[src/rtl/mem_port_arbiter.sv]
// Arbitrates one shared memory port between a fetch requester and a data requester,
// with one transaction in flight and a bounded run of data grants while fetch waits.
module mem_port_arbiter #(
  parameter int unsigned MAX_D_STREAK = 4
) (
  input  logic        clk,
  input  logic        rst,
  input  logic        if_req,
  input  logic [31:0] if_addr,
  output logic        if_gnt,
  output logic        if_rvalid,
  output logic [31:0] if_rdata,
  input  logic        d_req,
  input  logic        d_we,
  input  logic [3:0]  d_be,
  input  logic [31:0] d_addr,
  input  logic [31:0] d_wdata,
  output logic        d_gnt,
  output logic        d_rvalid,
  output logic [31:0] d_rdata,
  output logic        mem_req,
  output logic        mem_we,
  output logic [3:0]  mem_be,
  output logic [31:0] mem_addr,
  output logic [31:0] mem_wdata,
  input  logic        mem_gnt,
  input  logic        mem_rvalid,
  input  logic [31:0] mem_rdata,
  output logic        err_spurious
);

  typedef enum logic [1:0] {IDLE, REQ, WAIT_RSP} state_t;
  typedef enum logic {OWN_DATA, OWN_FETCH} owner_t;

  localparam logic [3:0] STREAK_MAX = 4'(MAX_D_STREAK);

  state_t     state, state_nxt;
  owner_t     owner, owner_nxt;
  logic [3:0] streak, streak_nxt;
  logic       fetch_wins;

  // Fetch only beats a pending data request once data has used up its streak.
  assign fetch_wins = if_req && (!d_req || streak == STREAK_MAX);

  // NOTE: state registers use non-blocking assignments so every flop samples pre-edge values.
  always_ff @(posedge clk) begin
    if (rst) begin
      state  <= IDLE;
      owner  <= OWN_DATA;
      streak <= '0;
    end else begin
      state  <= state_nxt;
      owner  <= owner_nxt;
      streak <= streak_nxt;
    end
  end

  // NOTE: every comb output gets a default first, so no path can infer a latch.
  always_comb begin
    state_nxt  = state;
    owner_nxt  = owner;
    streak_nxt = streak;
    unique case (state)
      IDLE: begin
        if (if_req || d_req) begin
          state_nxt = REQ;
          owner_nxt = fetch_wins ? OWN_FETCH : OWN_DATA;
        end
      end
      REQ: begin
        if (mem_gnt) begin
          state_nxt = WAIT_RSP;
          if (owner == OWN_FETCH) begin
            streak_nxt = '0;
          end else if (if_req && streak < STREAK_MAX) begin
            streak_nxt = streak + 4'd1;
          end
        end
      end
      WAIT_RSP: begin
        if (mem_rvalid) state_nxt = IDLE;
      end
      default: state_nxt = IDLE;
    endcase
  end

  // Outputs are forced low throughout reset, including the cycle reset is first seen.
  always_comb begin
    mem_req      = 1'b0;
    mem_we       = 1'b0;
    mem_be       = 4'h0;
    mem_addr     = '0;
    mem_wdata    = '0;
    if_gnt       = 1'b0;
    d_gnt        = 1'b0;
    if_rvalid    = 1'b0;
    if_rdata     = '0;
    d_rvalid     = 1'b0;
    d_rdata      = '0;
    err_spurious = 1'b0;
    if (!rst) begin
      err_spurious = mem_rvalid && (state != WAIT_RSP);
      unique case (state)
        REQ: begin
          mem_req = 1'b1;
          if (owner == OWN_FETCH) begin
            mem_be   = 4'hF;
            mem_addr = if_addr;
            if_gnt   = mem_gnt;
          end else begin
            mem_we    = d_we;
            mem_be    = d_be;
            mem_addr  = d_addr;
            mem_wdata = d_wdata;
            d_gnt     = mem_gnt;
          end
        end
        WAIT_RSP: begin
          if (mem_rvalid) begin
            if (owner == OWN_FETCH) begin
              if_rvalid = 1'b1;
              if_rdata  = mem_rdata;
            end else begin
              d_rvalid = 1'b1;
              d_rdata  = mem_rdata;
            end
          end
        end
        default: ;
      endcase
    end
  end

endmodule
[config.mk]
export PLATFORM = sky130hd
export DESIGN_NAME = mem_port_arbiter
export DESIGN_NICKNAME = d
export VERILOG_FILES = /design/src/rtl/mem_port_arbiter.sv
export SDC_FILE = /design/constraint.sdc
export NUM_CORES = 1
export LEC_CHECK = 0
export BUFFER_PORTS_ARGS = -buffer_cell sky130_fd_sc_hd__buf_2
export CAP_MARGIN = 20
export CORE_AREA = 2 2 108 110
export CTS_CLUSTER_DIAMETER = 50
export DETAILED_ROUTE_END_ITERATION = 16
export DIE_AREA = 0 0 110 112
export SLEW_MARGIN = 20
export SYNTH_ARGS = -nofsm -noshare
export SYNTH_HDL_FRONTEND = slang
export SYNTH_SLANG_ARGS = --single-unit
[constraint.sdc]
create_clock -name clk -period 1.4 [get_ports clk]
set_input_delay 0.28 -clock clk [delete_from_list [all_inputs] [get_ports clk]]
set_output_delay 0.28 -clock clk [all_outputs]
set_load 0.02 [all_outputs]
==> flow_metrics.py, run 1 <==
metrics = {
    "final_layout": {
        "drive_gt1_frac": 0.856,
        "fin_area_um2": 4940,
        "fin_cells": 680,
        "area_delta_synth_final_pct": 207,
        "nets": 678,
    },
    "cts": {
        "cts_max_level": 1,
        "cts_tree": "done",
        "cts_buffer_depth": 2,
        "worst_setup_hold_path_clk_slew_ns": 0.04,
        "cts_sinks": 7,
        "numCtsBuffers": 3,
        "root_buffer": "clkbuf_16",
        "insertion_delay_ns": 0.23,
    },
    "yosys": {
        "synth-edff-count": 0,
        "synth-seq-cells": 7,
        "synth_commonest_cells": "and2_1, nor2_1, mux2i_1",
        "synth_most_common_cell": "and2_1",
        "synth_area_leaders": "and2_1, mux2i_1, nor2_1",
        "synthDistinctLibCells": 32,
        "synth_cells": 236,
        "synth_area_per_cell_um2": 6.82,
        "synth-async-reset-ratio": 0,
        "yosysWarnings": 0,
        "synth_area_um2": 1610,
        "ys_seq_area_frac": 0.0871,
        "synth_flop_cell": "dfxtp_1",
        "syn_nets": 377,
        "synth_top_area_share": 0.381,
        "yosys.area.top_type": "and2_1",
    },
    "sta": {
        "worst_pin_slew_ns": 0.421,
        "max_slew_margin": 0.715,
        "fin_skew_ns": 0.000714,
        "worst_slack_ns": -0.467,
        "min_period_ns": 1.87,
        "rsz0062_at_grt": "true",
        "final-setup-viol-count": 142,
        "tns_ns": -57.48,
        "drv_slew": 0,
        "max_freq_ghz": 0.536,
        "hold_violations": 0,
        "fin_crit_sh": 1.33,
    },
    "worst_setup_path": {
        "path_max_fanout": 8,
        "crit_path_end_kind": "output pin",
        "cp-endpoint": "mem_wdata[7]",
        "cp.depth": 6,
        "critPathLaunchType": "flip-flop",
        "r2r-start": "state[0]",
        "path_delay_family": "simple AND/OR/NAND/NOR gates",
        "crit_top_cell": "buf_6",
        "crit_type": "flip-flop to output pin",
        "slowest_delay_ns": 0.40,
        "crit_chain": "or3b_4 -> nor2_4 -> buf_6 -> clkbuf_16 -> and2_4 -> buf_6",
        "rr_worst_depth": 6,
        "cp-startpoint": "state[0]",
        "slowest_stage": "or3b_4",
        "cp.required_ns": 1.12,
        "path_buf_inv": 3,
        "rr_endpoint": "streak[0]",
        "reg2reg_slack_ns": -0.16,
        "critPathArrivalTime_ns": 1.59,
    },
    "power_and_ir_drop": {
        "finalPower_mw": 1.92,
        "p_leak_nw": 2.43,
        "vdd_drop_max_mv": 0.222,
        "powerDensity_nw_per_um2": 388,
    },
    "placement": {
        "placedCellCount": 654,
        "dp_worst_setup_slack_ns": -0.307,
        "buffer_ports.inserted": 277,
        "postPlaceCellArea_um2": 3680,
        "gp_congestion": 0.809,
        "dp_hpwl_um": 6640,
    },
    "global_route": {
        "grt.total_usage": 0.155,
        "grt_pass1_wl_um": 14600,
        "antenna_found_initial": 2,
        "grt_overflow": 0,
        "grt_pass1_vias": 2874,
        "grt_start_max_net_pins": 19,
    },
    "status": {
        "outcome": "complete, but fails checks",
        "violations": "negative setup slack",
    },
    "detailed_routing": {
        "drcViolationCount": 0,
        "first_iter_violations": 102,
        "vias": 2896,
        "wirelength_um": 10800,
        "ant_nets": 0,
        "dr.pass1.iters": 4,
        "viasPerCell": 4.26,
        "wl_per_cell_um": 15.9,
    },
    "floorplanning": {
        "dieHeight_um": 112,
        "rows": 39,
        "ioPinCount": 278,
        "dieArea_um2": 12300,
        "coreArea_um2": 11200,
        "start_util": 0.144,
        "die_x_um": 110,
    },
    "worst_hold_path": {
        "hp-class": "input port to flip-flop",
    },
    "job": {
        "cap_violations": 0,
    },
}
## cells in the final DEF, fill, tap and decap left out, drive strengths merged
| cell | count |
|---|---|
| and3 | 1 |
| or3b | 2 |
| nand3b | 4 |
| o21a | 1 |
| and4 | 5 |
| mux2i | 32 |
| a2111oi | 1 |
| dfxtp | 7 |
| nand2b | 2 |
| buf | 309 |
| nor3 | 2 |
| nor4b | 1 |
| nor2b | 1 |
| clkbuf | 6 |
| inv | 5 |
| and3b | 1 |
| a31oi | 2 |
| nor2 | 43 |
| or4 | 2 |
| a21oi | 2 |
| o21ai | 1 |
| diode | 1 |
| nand2 | 3 |
| and2 | 98 |
| a32o | 1 |
| nor3b | 1 |
| and4b | 1 |
| ha | 2 |
## power by group
part | total, mW | leakage (nW) | switching [mW] | internal (mW)
Sequential | 0.223 | 0.0584 | 0.0127 | 0.210
Combinational | 1.21 | 2.33 | 0.575 | 0.631
Clock | 0.487 | 0.0382 | 0.108 | 0.379
## kinds of logic (layout without fill, tap and decap cells)
kind of cell | after synthesis | in the layout | synth area share
and+or+nand+nor | 163 | 167 | 0.583
muxes | 32 | 32 | 0.199
buffers and inverters | 24 | 320 | 0.0816
AOI/OAI and AO/OA | 8 | 8 | 0.0334
DFF | 7 | 7 | 0.0871
adders and majority gates | 2 | 2 | 0.0155
other | 0 | 1 | 0
## through the flow
stage	utilization	hold WS, ns
finish	0.442	0.288
global route	0.442	0.299
CTS	0.422	0.291
detailed placement	0.330	0.489
global placement	0.330	0.481
floorplan	-	0.387
## what timing repair did
item | CTS | global route
hold buffers | 0 | 0
resized for setup | 230 | 68
gates cloned | 9 | 3
setup buffers | 12 | 0
pin swaps | 8 | 12
endpoints found under the setup margin | 141 | 143
## final cells by class
| type | count | area [µm²] |
|---|---|---|
| antenna | 1 | 2.50 |
| inverter | 5 | 18.8 |
| clock buffer | 4 | 78.8 |
| fill | 1002 | 6240 |
| multi-input combinational | 209 | 1890 |
| tap | 143 | 179 |
| sequential | 7 | 146 |
| timing repair buffer | 311 | 2620 |
## layer usage
layer | wire, µm | share of wire | GRT usage
met3 | 935 | 0.087 | 0.0316
met4 | 110 | 0.010 | 0.0430
met1 | 3880 | 0.36 | 0.158
met5 | 13 | 0.0012 | 0
met2 | 5850 | 0.54 | 0.308
## flip-flops by register name, indices dropped and copies added (netlist names)
signal,flops
state,2
streak,4
owner,1
## how the worst min path moves through the flow
stage | start | endpoint | slack (ns) | cells past startpoint
finish | mem_gnt | state[0] | 0.29 | 2
CTS | mem_gnt | state[0] | 0.29 | 2
detailed placement | streak[3] | streak[3] | 0.49 | 1
global placement | streak[2] | streak[2] | 0.48 | 1
floorplan | mem_gnt | state[0] | 0.39 | 1
global route | mem_gnt | state[0] | 0.30 | 2
No activity file was read; power rests on OpenSTA's default activity.
==> run 2, diff against run 1 <==
SETUP_SLACK_MARGIN = 0.15   (was default)
==> flow_metrics.py, run 2 (synthesized netlist as in run 1, its figures left out) <==
metrics = {
    "sta": {
        "max_slew_margin": 0.774,
        "final-setup-viol-count": 140,
        "drv_slew": 0,
        "rsz0062_at_grt": "true",
        "fin_skew_ns": 0.00244,
        "worst_slack_ns": -0.473,
        "min_period_ns": 1.87,
        "fin_crit_sh": 1.34,
        "max_freq_ghz": 0.534,
        "whs_ns": 0.280,
        "hold_violations": 0,
        "worst_pin_slew_ns": 0.331,
        "tns_ns": -60.06,
    },
    "final_layout": {
        "fillers": 1012,
        "top_regs": "streak (4), state (2), owner (1)",
        "area_delta_synth_final_pct": 208,
        "nets": 684,
        "fin_area_um2": 4950,
        "final_common_cell": "buf_2",
        "largest_register": "streak",
        "drive_gt1_frac": 0.867,
        "largest_reg_flops": 4,
        "diodes": 0,
        "final_util": 0.443,
        "final_cell_mix": "buf_2, buf_6, and2_4",
        "fin_cells": 685,
    },
    "worst_hold_path": {
        "hp-class": "input port to flip-flop",
    },
    "global_route": {
        "antenna_found_initial": 1,
        "grt_start_max_net_pins": 38,
        "grt_pass1_vias": 2693,
        "grt.total_usage": 0.123,
        "grt_pass1_wl_um": 12300,
        "grt_overflow": 0,
    },
    "detailed_routing": {
        "wl_per_cell_um": 14.6,
        "wirelength_um": 9980,
        "first_iter_violations": 87,
        "viasPerCell": 4.14,
        "vias": 2834,
        "dr.pass1.iters": 3,
        "drcViolationCount": 0,
        "ant_nets": 0,
    },
    "floorplanning": {
        "dieArea_um2": 12300,
        "ioPinCount": 278,
        "die_x_um": 110,
        "coreArea_um2": 11200,
        "start_util": 0.144,
        "rows": 39,
        "dieHeight_um": 112,
    },
    "power_and_ir_drop": {
        "vdd_drop_max_mv": 0.325,
        "powerDensity_nw_per_um2": 371,
        "p_leak_nw": 2.48,
        "finalPower_mw": 1.83,
    },
    "cts": {
        "cts_tree": "done",
        "worst_setup_hold_path_clk_slew_ns": 0.04,
        "insertion_delay_ns": 0.23,
        "cts_max_level": 1,
        "numCtsBuffers": 3,
        "root_buffer": "clkbuf_16",
        "cts_sinks": 7,
        "cts_buffer_depth": 2,
    },
    "placement": {
        "buffer_ports.inserted": 277,
        "placedCellCount": 658,
        "dp_hpwl_um": 6340,
        "gp_congestion": 0.772,
        "dp_worst_setup_slack_ns": -0.291,
        "postPlaceCellArea_um2": 3770,
    },
    "worst_setup_path": {
        "path_buf_inv": 3,
        "crit_top_cell": "buf_6",
        "slowest_delay_ns": 0.40,
        "path_delay_family": "simple AND/OR/NAND/NOR gates",
        "crit_type": "flip-flop to output pin",
        "crit_path_end_kind": "output pin",
        "path_max_fanout": 13,
        "slowest_stage": "or3b_4",
        "critPathArrivalTime_ns": 1.59,
        "crit_chain": "or3b_4 -> nor2_4 -> buf_6 -> buf_16 -> and2_4 -> buf_6",
        "cp.required_ns": 1.12,
        "critPathLaunchType": "flip-flop",
    },
    "status": {
        "outcome": "complete, but fails checks",
        "violations": "negative setup slack",
    },
    "job": {
        "cap_violations": 0,
    },
}
==> run 2: changes by cell type in the layout (fill, tap and decap cells not counted), moves of 2 or more <==
cell	delta
buf_16	-4
nor2_4	-2
and4_4	-4
buf_6	-19
buf_12	+3
dfxtp_2	+3
clkbuf_16	+6
buf_4	+17
and2_4	+21
and2_1	-4
and2_2	-17
buf_2	+7
dfxtp_1	-2
==> run 2: what timing repair did <==
item,in CTS,in global routing
pin swaps,3,23
gates cloned,1,12
endpoints found under the setup margin,141,141
setup buffers,2,8
hold buffers,0,0
resized for setup,166,92
==> run 2: area by class of cell <==
type	count	area (µm²)	area share
well taps	143	179	0.0362
multi-input cells	205	1860	0.375
inverters	5	18.8	0.00379
clock buffers	4	78.8	0.0159
flip-flops and latches	7	146	0.0296
repair buffers	321	2670	0.539
==> run 2: worst paths after layout <==
check                           startpoint       endpoint  slack, ns  cells after the start
worst min register to register   streak[1]      streak[1]       0.50                      2
worst max-delay path              state[1]  mem_wdata[23]      -0.47                      6
worst min-delay path               mem_gnt       state[0]       0.28                      2
worst max register to register    state[1]      streak[1]      -0.16                      5
==> run 2: layer usage <==
layer,track usage,up-vias,part of all wire
met5,0,-,0.0013
met4,0.0295,2,0.011
met3,0.0181,10,0.068
met2,0.248,152,0.58
met1,0.126,1302,0.34
li1,-,1368,-
==> run 2: worst reg2reg max path, stage by stage, from the launching register on <==
cell	delay, ns
dfxtp_2	0.32
buf_4	0.13
buf_6	0.11
nand3b_1	0.27
or4_1	0.52
a31oi_1	0.14
==> run 2: power by group <==
group,switching [mW],internal [mW]
combinational,0.540,0.588
clock,0.107,0.379
sequential,0.00949,0.212
==> run 3, diff against run 2 <==
RECOVER_POWER = 100   (was default)
SETUP_SLACK_MARGIN = 0.5   (was 0.15)
==> flow_metrics.py, run 3 (synthesized netlist as in run 1, its figures left out) <==
metrics = {
    "status": {
        "outcome": "complete, but fails checks",
        "violations": "negative setup slack",
    },
    "global_route": {
        "grt_pass1_vias": 2653,
        "grt_overflow": 0,
        "grt_pass1_wl_um": 12600,
        "grt_start_max_net_pins": 38,
        "antenna_found_initial": 0,
        "grt.total_usage": 0.128,
    },
    "final_layout": {
        "seqCellArea_um2": 149,
        "largest_reg_flops": 4,
        "fillers": 1032,
        "drive_gt1_frac": 0.873,
        "top_regs": "streak (4), state (2), owner (1)",
        "fin_area_um2": 4810,
        "final_common_cell": "buf_2",
        "largest_register": "streak",
        "fin_cells": 680,
        "nets": 679,
        "multiInputGateArea_um2": 1860,
        "area_delta_synth_final_pct": 199,
        "final_cell_mix": "buf_2, buf_6, and2_4",
        "diodes": 0,
    },
    "power_and_ir_drop": {
        "powerDensity_nw_per_um2": 372,
        "p_leak_nw": 2.44,
        "vdd_drop_max_mv": 0.444,
    },
    "job": {
        "cap_violations": 0,
    },
    "placement": {
        "dp_hpwl_um": 6760,
        "gp_congestion": 0.762,
        "postPlaceCellArea_um2": 3780,
        "buffer_ports.inserted": 277,
        "dp_worst_setup_slack_ns": -0.315,
        "placedCellCount": 659,
    },
    "cts": {
        "worst_setup_hold_path_clk_slew_ns": 0.04,
        "cts_sinks": 7,
        "cts_max_level": 1,
        "insertion_delay_ns": 0.23,
        "numCtsBuffers": 3,
        "cts_tree": "done",
        "root_buffer": "clkbuf_16",
        "cts_hold_buf": 0,
        "cts_buffer_depth": 2,
    },
    "worst_setup_path": {
        "path_max_fanout": 8,
        "crit_type": "flip-flop to output pin",
        "critPathArrivalTime_ns": 1.61,
        "critPathLaunchType": "flip-flop",
        "path_delay_family": "simple AND/OR/NAND/NOR gates",
        "slowest_delay_ns": 0.41,
        "slowest_stage": "or3b_4",
        "crit_chain": "or3b_4 -> nor2_4 -> buf_4 -> clkbuf_16 -> and2_4 -> buf_6",
        "path_buf_inv": 3,
        "reg2reg_slack_ns": -0.14,
        "cp.required_ns": 1.12,
        "crit_path_end_kind": "output pin",
    },
    "detailed_routing": {
        "wirelength_um": 9680,
        "first_iter_violations": 82,
        "ant_nets": 0,
        "wl_per_cell_um": 14.2,
        "vias": 2830,
        "drcViolationCount": 0,
        "dr.pass1.iters": 4,
        "viasPerCell": 4.16,
    },
    "floorplanning": {
        "dieHeight_um": 112,
        "coreArea_um2": 11200,
        "ioPinCount": 278,
        "die_x_um": 110,
        "dieArea_um2": 12300,
        "rows": 39,
        "start_util": 0.144,
    },
    "sta": {
        "max_freq_ghz": 0.530,
        "fin_crit_sh": 1.35,
        "rsz0062_at_grt": "true",
        "max_slew_margin": 0.723,
        "worst_pin_slew_ns": 0.416,
        "drv_slew": 0,
        "worst_slack_ns": -0.486,
        "fin_skew_ns": 0.000630,
        "min_period_ns": 1.89,
        "whs_ns": 0.288,
        "final-setup-viol-count": 140,
        "hold_violations": 0,
    },
    "worst_hold_path": {
        "hp-class": "input port to flip-flop",
    },
}
## run 3: cell count changes in the layout (fill, tap and decap cells not counted), sizes merged
cell	delta
buf	-4
clkbuf	-2
bufbuf	+1
## run 3: metal layers
metal | track usage | vias up | wire length [µm]
li1 | - | 1359 | -
met1 | 0.127 | 1292 | 3280
met2 | 0.263 | 169 | 5310
met3 | 0.0287 | 10 | 984
met4 | 0.0228 | 0 | 102
met5 | 0 | - | 0
## run 3: final timing paths
check / startpoint / to / depth (start not counted)
max: state[1] / mem_wdata[27] / 6
max reg2reg: state[1] / streak[0] / 5
min: mem_gnt / state[0] / 2
min reg2reg: streak[2] / streak[2] / 1
## run 3: stage by stage
step                      TNS (ns)  utilization  total power, mW
after floorplan             -13.67            -            0.784
after global placement      -29.40        0.338             1.12
after detailed placement    -33.12        0.338             1.14
after CTS                   -56.16        0.399             1.73
after global routing        -65.46        0.431             1.88
final                       -58.37        0.431             1.79
## run 3: timing repair
item | 4_1_cts | 5_1_grt
gates cloned | 3 | 5
endpoints found under the setup margin | 146 | 146
resized for setup | 160 | 63
hold endpoints to repair | 0 | 0
pin swaps | 7 | 6
buffers inserted | 5 | 4
## run 3: area by class of cell
cell class	count	share of cell area
multi-input cells	205	0.387
inverters	5	0.00390
flip-flops and latches	7	0.0309
well taps	143	0.0372
repair buffers	316	0.525
clock buffers	4	0.0164
## run 3: where the power goes
| part | internal (mW) | switching (mW) | leakage [nW] | total [mW] |
|---|---|---|---|---|
| logic | 0.562 | 0.527 | 2.34 | 1.09 |
| clock network | 0.378 | 0.102 | 0.0382 | 0.481 |
| registers | 0.211 | 0.0120 | 0.0593 | 0.223 |
| total | 1.15 | 0.641 | 2.44 | 1.79 |
